### config.mk
export PLATFORM = sky130hd
export DESIGN_NAME = operand_loader
export DESIGN_NICKNAME = d
export VERILOG_FILES = /design/src/rtl/operand_loader.sv
export SDC_FILE = /design/constraint.sdc
export NUM_CORES = 1
export LEC_CHECK = 0
export BUFFER_PORTS_ARGS = -buffer_cell sky130_fd_sc_hd__buf_2
export CORE_MARGIN = 10
export CORE_UTILIZATION = 58
export CTS_CLUSTER_SIZE = 28
export DETAILED_ROUTE_END_ITERATION = 10
export PLACE_DENSITY = 0.88
export SLEW_MARGIN = 10
export SYNTH_ARGS = -nofsm -noshare
export SYNTH_HDL_FRONTEND = slang
export SYNTH_HIERARCHICAL = 1
export SYNTH_SLANG_ARGS = --single-unit
### constraint.sdc
create_clock -name clk -period 2.25 [get_ports clk]
set_clock_uncertainty 0.1 [all_clocks]
set_input_delay 0.45 -clock clk [delete_from_list [all_inputs] [get_ports clk]]
set_output_delay 0.45 -clock clk [all_outputs]
set_load 0.02 [all_outputs]
### src/rtl/operand_loader.sv
// Two-operand loader for a downstream adder: debounced load/clear buttons
// drive a LOAD_A -> LOAD_B -> READY sequencer with registered operand outputs.

module operand_loader_deb #(
  parameter int DEBOUNCE_CYCLES = 1000000
) (
  input  logic clk,
  input  logic rst_n,
  input  logic raw,
  output logic pulse
);
  localparam int CW = (DEBOUNCE_CYCLES > 2) ? $clog2(DEBOUNCE_CYCLES) : 1;
  localparam logic [CW-1:0] CNT_MAX = CW'(DEBOUNCE_CYCLES - 1);

  logic [1:0]    sync_pipe;
  logic          lvl, lvl_q;
  logic [CW-1:0] cnt;

  always_ff @(posedge clk or negedge rst_n) begin
    if (!rst_n) begin
      sync_pipe <= '0;
      lvl       <= 1'b0;
      lvl_q     <= 1'b0;
      cnt       <= '0;
    end else begin
      sync_pipe <= {sync_pipe[0], raw};
      lvl_q     <= lvl;
      if (sync_pipe[1] != lvl) begin
        if (cnt == CNT_MAX) begin
          lvl <= sync_pipe[1];
          cnt <= '0;
        end else begin
          cnt <= cnt + CW'(1);
        end
      end else begin
        cnt <= '0;
      end
    end
  end

  // Rising edge of the debounced level only; releases stay silent.
  assign pulse = lvl & ~lvl_q;
endmodule

module operand_loader #(
  parameter int DEBOUNCE_CYCLES = 1000000
) (
  input  logic       clk,
  input  logic       rst_n,
  input  logic [7:0] sw,
  input  logic       btn_load,
  input  logic       btn_clear,
  output logic [7:0] op_a,
  output logic [7:0] op_b,
  output logic       valid,
  output logic [1:0] stage
);
  localparam int NUM_BTN = 2;
  localparam int BTN_LOAD = 0;
  localparam int BTN_CLR  = 1;

  typedef enum logic [1:0] {
    LOAD_A = 2'b00,
    LOAD_B = 2'b01,
    READY  = 2'b10
  } state_t;

  logic [NUM_BTN-1:0] btn_raw, btn_pulse;
  state_t             state;

  assign btn_raw = {btn_clear, btn_load};

  for (genvar i = 0; i < NUM_BTN; i++) begin : g_btn
    operand_loader_deb #(.DEBOUNCE_CYCLES(DEBOUNCE_CYCLES)) u_deb (
      .clk   (clk),
      .rst_n (rst_n),
      .raw   (btn_raw[i]),
      .pulse (btn_pulse[i])
    );
  end

  always_ff @(posedge clk or negedge rst_n) begin
    if (!rst_n) begin
      state <= LOAD_A;
      op_a  <= '0;
      op_b  <= '0;
      valid <= 1'b0;
    end else if (btn_pulse[BTN_CLR]) begin
      // Clear beats a coincident load.
      state <= LOAD_A;
      op_a  <= '0;
      op_b  <= '0;
      valid <= 1'b0;
    end else if (btn_pulse[BTN_LOAD]) begin
      case (state)
        LOAD_A: begin
          op_a  <= sw;
          state <= LOAD_B;
        end
        LOAD_B: begin
          op_b  <= sw;
          valid <= 1'b1;
          state <= READY;
        end
        READY: begin
          op_a  <= sw;
          valid <= 1'b0;
          state <= LOAD_B;
        end
        default: begin
          state <= LOAD_A;
          valid <= 1'b0;
        end
      endcase
    end
  end

  assign stage = state;
endmodule
# ---- Yosys cells after proc, flatten, opt, wreduce, memory -nomap -nowiden
# Cells that the tools add are included.
dict set report op_classes {
  n_reduce_logical 10
  addsub 2
  bitwise 4
  eq_ne 7
  n_mux 16
}
# cell count
set op_table {}
lappend op_table {{2-to-1 mux 20 bit} 4}
lappend op_table {{2-to-1 mux 8 bit} 6}
lappend op_table {{adder 20 x 1 -> 20 bit (second input constant)} 2}
lappend op_table {{equality test 20 bit (second input constant)} 2}
lappend op_table {{AND reduction 2 bit} 5}
lappend op_table {{nonzero test 2 bit} 3}
lappend op_table {{2-to-1 mux 2 bit} 2}
lappend op_table {{case mux 2 bit (2 select lines)} 1}
lappend op_table {{bitwise AND 1 bit} 2}
lappend op_table {{equality test 2 x 1 -> 1 bit (second input constant)} 1}
lappend op_table {{equality test 2 bit (second input constant)} 1}
lappend op_table {{logical NOT 2 bit} 1}
lappend op_table {{2-to-1 mux 1 bit} 2}
lappend op_table {{inequality test 1 bit} 2}
lappend op_table {{inequality test 2 x 1 -> 1 bit (second input constant)} 1}
lappend op_table {{NOT 1 bit} 2}
lappend op_table {{case mux 1 bit (2 select lines)} 1}
lappend op_table {{OR reduction 2 bit} 1}
dict set report totals {
  wordCells 51
  ff_bits 67
  input_bits 12
}

# ---- Depth between registers and ports, before layout
dict set report logic_depth {
  depth_word 5
  depth_mapped 6
  ltp_nobuf 5
}

# ---- Hierarchy
# The synthesis kept the hierarchy.
# mod cells_per_inst area_each_um2 n_inst seq_area_each_um2
set by_module_without_submodules {}
lappend by_module_without_submodules {operand_loader_deb 108 1146.1 2 600.6}
lappend by_module_without_submodules {operand_loader 82 768.2 1 475.5}

# ---- Worst setup path before layout
# Ideal clock, no wire load.
dict set report synth_timing {
  kind {reg-to-reg}
  from {reg g_btn[0].u_deb.cnt[0]}
  to {reg g_btn[0].u_deb.cnt[18]}
  arrival_time_ns 1.706
  path_slack_ns 0.366
  stages_incl_launch_ff 7
  required_time_ns 2.072
  path_cell_list {dfrtp_1 > ha_1 > nand2_1 > or3_1 > buf_2 > or4_1 > a21oi_1}
}
dict set report synth_between {
  elab_chain_len 3
  word_cells_on_any_way 4
  classes_between {add/sub (1); eq/ne (1); mux (2)}
}
# element line_no
set synth_rtl {}
lappend synth_rtl {{from (decl)} 17} ;# logic [CW-1:0] cnt;
lappend synth_rtl {{from (signal assigned)} 33} ;# cnt <= cnt + CW'(1);
lappend synth_rtl {{adder 20 x 1 -> 20 bit or equality test 20 bit (tied branches)} {33, 29}}
lappend synth_rtl {{2-to-1 mux 20 bit *} 29} ;# if (cnt == CNT_MAX) begin
lappend synth_rtl {{2-to-1 mux 20 bit *} 28} ;# if (sync_pipe[1] != lvl) begin
# Mark *: on every way between the ends. The rest lies on a longest branch, timed or not.
# A chain may end at the register's enable or synchronous reset.

# ---- Final worst setup path
dict set report layout_timing {
  from {reg g_btn[1].u_deb.cnt[0]}
  to {reg g_btn[1].u_deb.cnt[18]}
}
dict set report layout_between {
  elab_chain_len 3
  word_cells_on_any_way 4
  classes_between {add/sub (1); eq/ne (1); mux (2)}
}
# element line_no
set layout_rtl {}
lappend layout_rtl {{from (decl)} 17}
lappend layout_rtl {{from (signal assigned)} 33}
lappend layout_rtl {{adder 20 x 1 -> 20 bit or equality test 20 bit (tied branches)} {33, 29}}
lappend layout_rtl {{2-to-1 mux 20 bit *} 29}
lappend layout_rtl {{2-to-1 mux 20 bit *} 28}
# Marks and branches as above.

==> summary.log <==
qor: critical_path.crit_arrival 2.29 ns
qor: yosys.yosys.area_share.simple 24.9%
qor: sta.finalHoldViolCount 0
qor: yosys.synth.net_count 312
qor: routing.avgRoutedWirePerCell 15.1 um
qor: place.globalplace.congestion 0.827
qor: worst_hold_path.hp-class in2async
qor: place.io_buffers 30
qor: yosys.synth_area_per_cell 10.3 um^2
qor: routing.antenna_violating_nets_post_route 0
qor: clock_tree.clock_tree_from_tritoncts built
qor: yosys.synth-seq-cells 67
qor: yosys.synth.cells.most_frequent sky130_fd_sc_hd__dfrtp_1, sky130_fd_sc_hd__nand2_1, sky130_fd_sc_hd__a21oi_1
qor: power_and_ir_drop.power_switching 509 uW
qor: yosys.yosysUniqueCellTypes 30
qor: sta.post-route-worst-setup-slack 0.118 ns
qor: yosys.synth_most_common_cell sky130_fd_sc_hd__dfrtp_1
qor: yosys.synth_area_leaders sky130_fd_sc_hd__dfrtp_1, sky130_fd_sc_hd__nand2_1, sky130_fd_sc_hd__a21oi_1
qor: clock_tree.cts_bufs_inserted 9
qor: cells_and_area.nets_final 349
qor: flow_run.drv_cap 0
qor: yosys.synth_xor_area_share 7.44%
qor: yosys.postSynth.asyncResetShare 100%
qor: routing.dr.first_iter.drc_count 154
qor: clock_tree.post-cts-setup-buffers 0
qor: clock_tree.clock_tree.htree_level_count 3
qor: yosys.synth_compound_area_share 9.40%
qor: power_and_ir_drop.p_clk_share 46.0%
qor: cells_and_area.antenna_cells 0
qor: place.post_dp_cell_area 0.00330 mm^2
qor: clock_tree.ctsRootBufferMaster sky130_fd_sc_hd__clkbuf_8
qor: critical_path.end_kind flop
qor: sta.timing_max_transition_violations_final 0
qor: power_and_ir_drop.power.density_cell_area 681 mW/mm^2
qor: yosys.syn_area 0.00306 mm^2
qor: floorplan.top_level_ports 31
qor: critical_path.path_max_fanout 7
qor: yosys.sequential_fraction_of_the_synthesis_area 54.8%
qor: floorplan.coreArea 0.00511 mm^2
qor: power_and_ir_drop.static_leakage 1.55 nW
qor: yosys.synth_flop_cell sky130_fd_sc_hd__dfrtp_1
qor: grt.grt_max_degree 68
qor: sta.finalSetupViolCount 0
qor: grt.grt_antenna_before_repair 0
qor: clock_tree.cts.path.max_buffers 2
qor: yosys.synth_top_family_by_area simple AND/OR/NAND/NOR gates
qor: yosys.synthMuxAreaShare 0.736%
qor: sta.post-route-min-period 2.13 ns
qor: cells_and_area.design_area 0.00353 mm^2
qor: power_and_ir_drop.share_comb_of_total_power 3.1%
qor: yosys.post-synth-top-area-cell sky130_fd_sc_hd__dfrtp_1
qor: clock_tree.clock_insertion_delay_worst_skew 0.34 ns
qor: clock_tree.post_cts_hold_buffer_count 0
qor: yosys.synthesis.yosys.warnings 6
qor: floorplan.die_height 92.6 um
qor: yosys.syn-instance-count 298
qor: yosys.synth_edf_count 0
qor: floorplan.die_area 0.00858 mm^2
qor: floorplan.rows 26
qor: sta.tns 0 ns
qor: yosys.synth-adder-area-share 0.818%
qor: power_and_ir_drop.internal-power 1.90 mW
qor: routing.drt-vias-per-instance 5.77
qor: grt.grt_pass1_vias 2,390
qor: yosys.synth_top_cell_area_share 54.8%
qor: critical_path.crit_type reg2reg
qor: power_and_ir_drop.p_seq_share 51.0%
qor: cells_and_area.layout-area-overhead-vs-synth 15.4%
qor: floorplan.floorplan.initialDensity 59.9%
qor: routing.vias 2,366
qor: sta.worst_pin_slew 0.492 ns
qor: place.post-dp-hpwl 4.21 mm
qor: sta.grt_setup_unrepaired false
qor: clock_tree.post_cts_resized 0
qor: critical_path.worstSetupStartpointType flop
qor: critical_path.worst-endpoint-required 2.41 ns
qor: sta.fmax 469 MHz
qor: cells_and_area.drive_above_1_share 17.4%
qor: grt.grt_overflow 0
qor: grt.grt_pass1_wl 10.8 mm
qor: floorplan.die_width 92.6 um
qor: power_and_ir_drop.power.share.switching 21.2%
qor: clock_tree.clkSlewWorstSetupHoldPaths 0.07 ns
qor: routing.finalWirelength 6.20 mm
qor: place.pre_cts_slack 0.188 ns
qor: power_and_ir_drop.ir_worst_vdd 0.474 mV
qor: run_status.outcome complete, no violations
qor: sta.post-route-period-util 94.7%
qor: sta.slew_headroom 67.2%
qor: clock_tree.clock_sink_count 67
qor: grt.grt_use_total 15.3%
qor: routing.drc 0
qor: routing.drt_first_pass_iters 4
-- kinds of logic (layout without fill, tap and decap cells) --
group           after synthesis  in the layout
fa+ha+maj                     2              2
flops                        67             67
xor+xnor                     26             26
compound gates               46             46
buf+inv                      11             53
simple gates                144            144
mux                           2              2
-- power by group through the flow --
stage          registers, mW  logic [mW]  clock network (mW)
3_5_place_dp            1.25      0.0757                   0
2_1_floorplan           1.25      0.0267                   0
6_report                1.23      0.0739                1.11
5_1_grt                 1.23      0.0845                1.18
3_3_place_gp            1.25      0.0759                   0
4_1_cts                 1.23      0.0766                1.13
-- cells in the final DEF, fill, tap and decap left out, drive strengths merged, types with 3 or more instances in the layout --
cell    instances
xnor2          10
clkbuf         10
o31ai           4
nor4            4
nor2b           3
or3            10
nor2           28
xor2           16
nor4b           4
a21oi          31
and3            8
o21ai           8
nand3          16
or4             6
nand2b          3
dfrtp          67
buf            37
and4            8
nand2          48
-- path summary, 6_finish.rpt --
check	from	to	slack [ns]	cells after the start
max in group asynchronous	rst_n	op_a[0]$_DFFE_PN0P_	1.76	2
min in group clk	btn_clear	g_btn[1].u_deb/sync_pipe[0]$_DFF_PN0_	0.12	1
worst min register to register	g_btn[1].u_deb/sync_pipe[0]$_DFF_PN0_	g_btn[1].u_deb/sync_pipe[1]$_DFF_PN0_	0.25	0
worst max-delay path	g_btn[1].u_deb/cnt[0]$_DFF_PN0_	g_btn[1].u_deb/cnt[18]$_DFF_PN0_	0.12	5
worst max register to register	g_btn[1].u_deb/cnt[0]$_DFF_PN0_	g_btn[1].u_deb/cnt[18]$_DFF_PN0_	0.12	5
worst min-delay path	rst_n	g_btn[0].u_deb/cnt[5]$_DFF_PN0_	0.02	2
-- metal layers --
metal  up-vias  part of all wire (%)  track usage [%]
li1       1117                     -                -
met1      1145                    44             18.4
met2        80                    48             23.6
met3        24                   5.5             5.17
met4         0                   2.9             8.74
met5         -                     0                0
-- flip-flops by register name (all words and copies together) (netlist names) --
register	count
stage	2
g_btn.u_deb/lvl	2
valid	1
g_btn.u_deb/lvl_q	2
op_a	8
g_btn.u_deb/sync_pipe	4
op_b	8
g_btn.u_deb/cnt	40
-- through the flow --
step	std cells	utilization (%)	hold slack, ns	total power [mW]
after global routing	410	69.1	0.0281	2.49
after CTS	410	69.1	0.0232	2.43
after global placement	394	64.7	0.235	1.32
final	410	69.1	0.0212	2.41
after floorplan	298	-	0.0544	1.27
after detailed placement	394	64.7	0.235	1.32
-- area by class of cell --
cell class / instances / area (um^2)
clock buffer: 10 / 138
clock inverter: 6 / 88.8
fill: 371 / 1580
multi-input combinational: 220 / 1330
sequential: 67 / 1680
tap: 70 / 87.6
timing repair buffer: 37 / 215
-- critical path, stage by stage (launching register included) --
cell                      delay [ns]
sky130_fd_sc_hd__dfrtp_1        0.40
sky130_fd_sc_hd__ha_1           0.22
sky130_fd_sc_hd__nand2_1        0.19
sky130_fd_sc_hd__or3_1          0.50
sky130_fd_sc_hd__or4_1          0.46
sky130_fd_sc_hd__a21oi_1        0.18
Note: power is estimated with default switching activity, not from simulation.
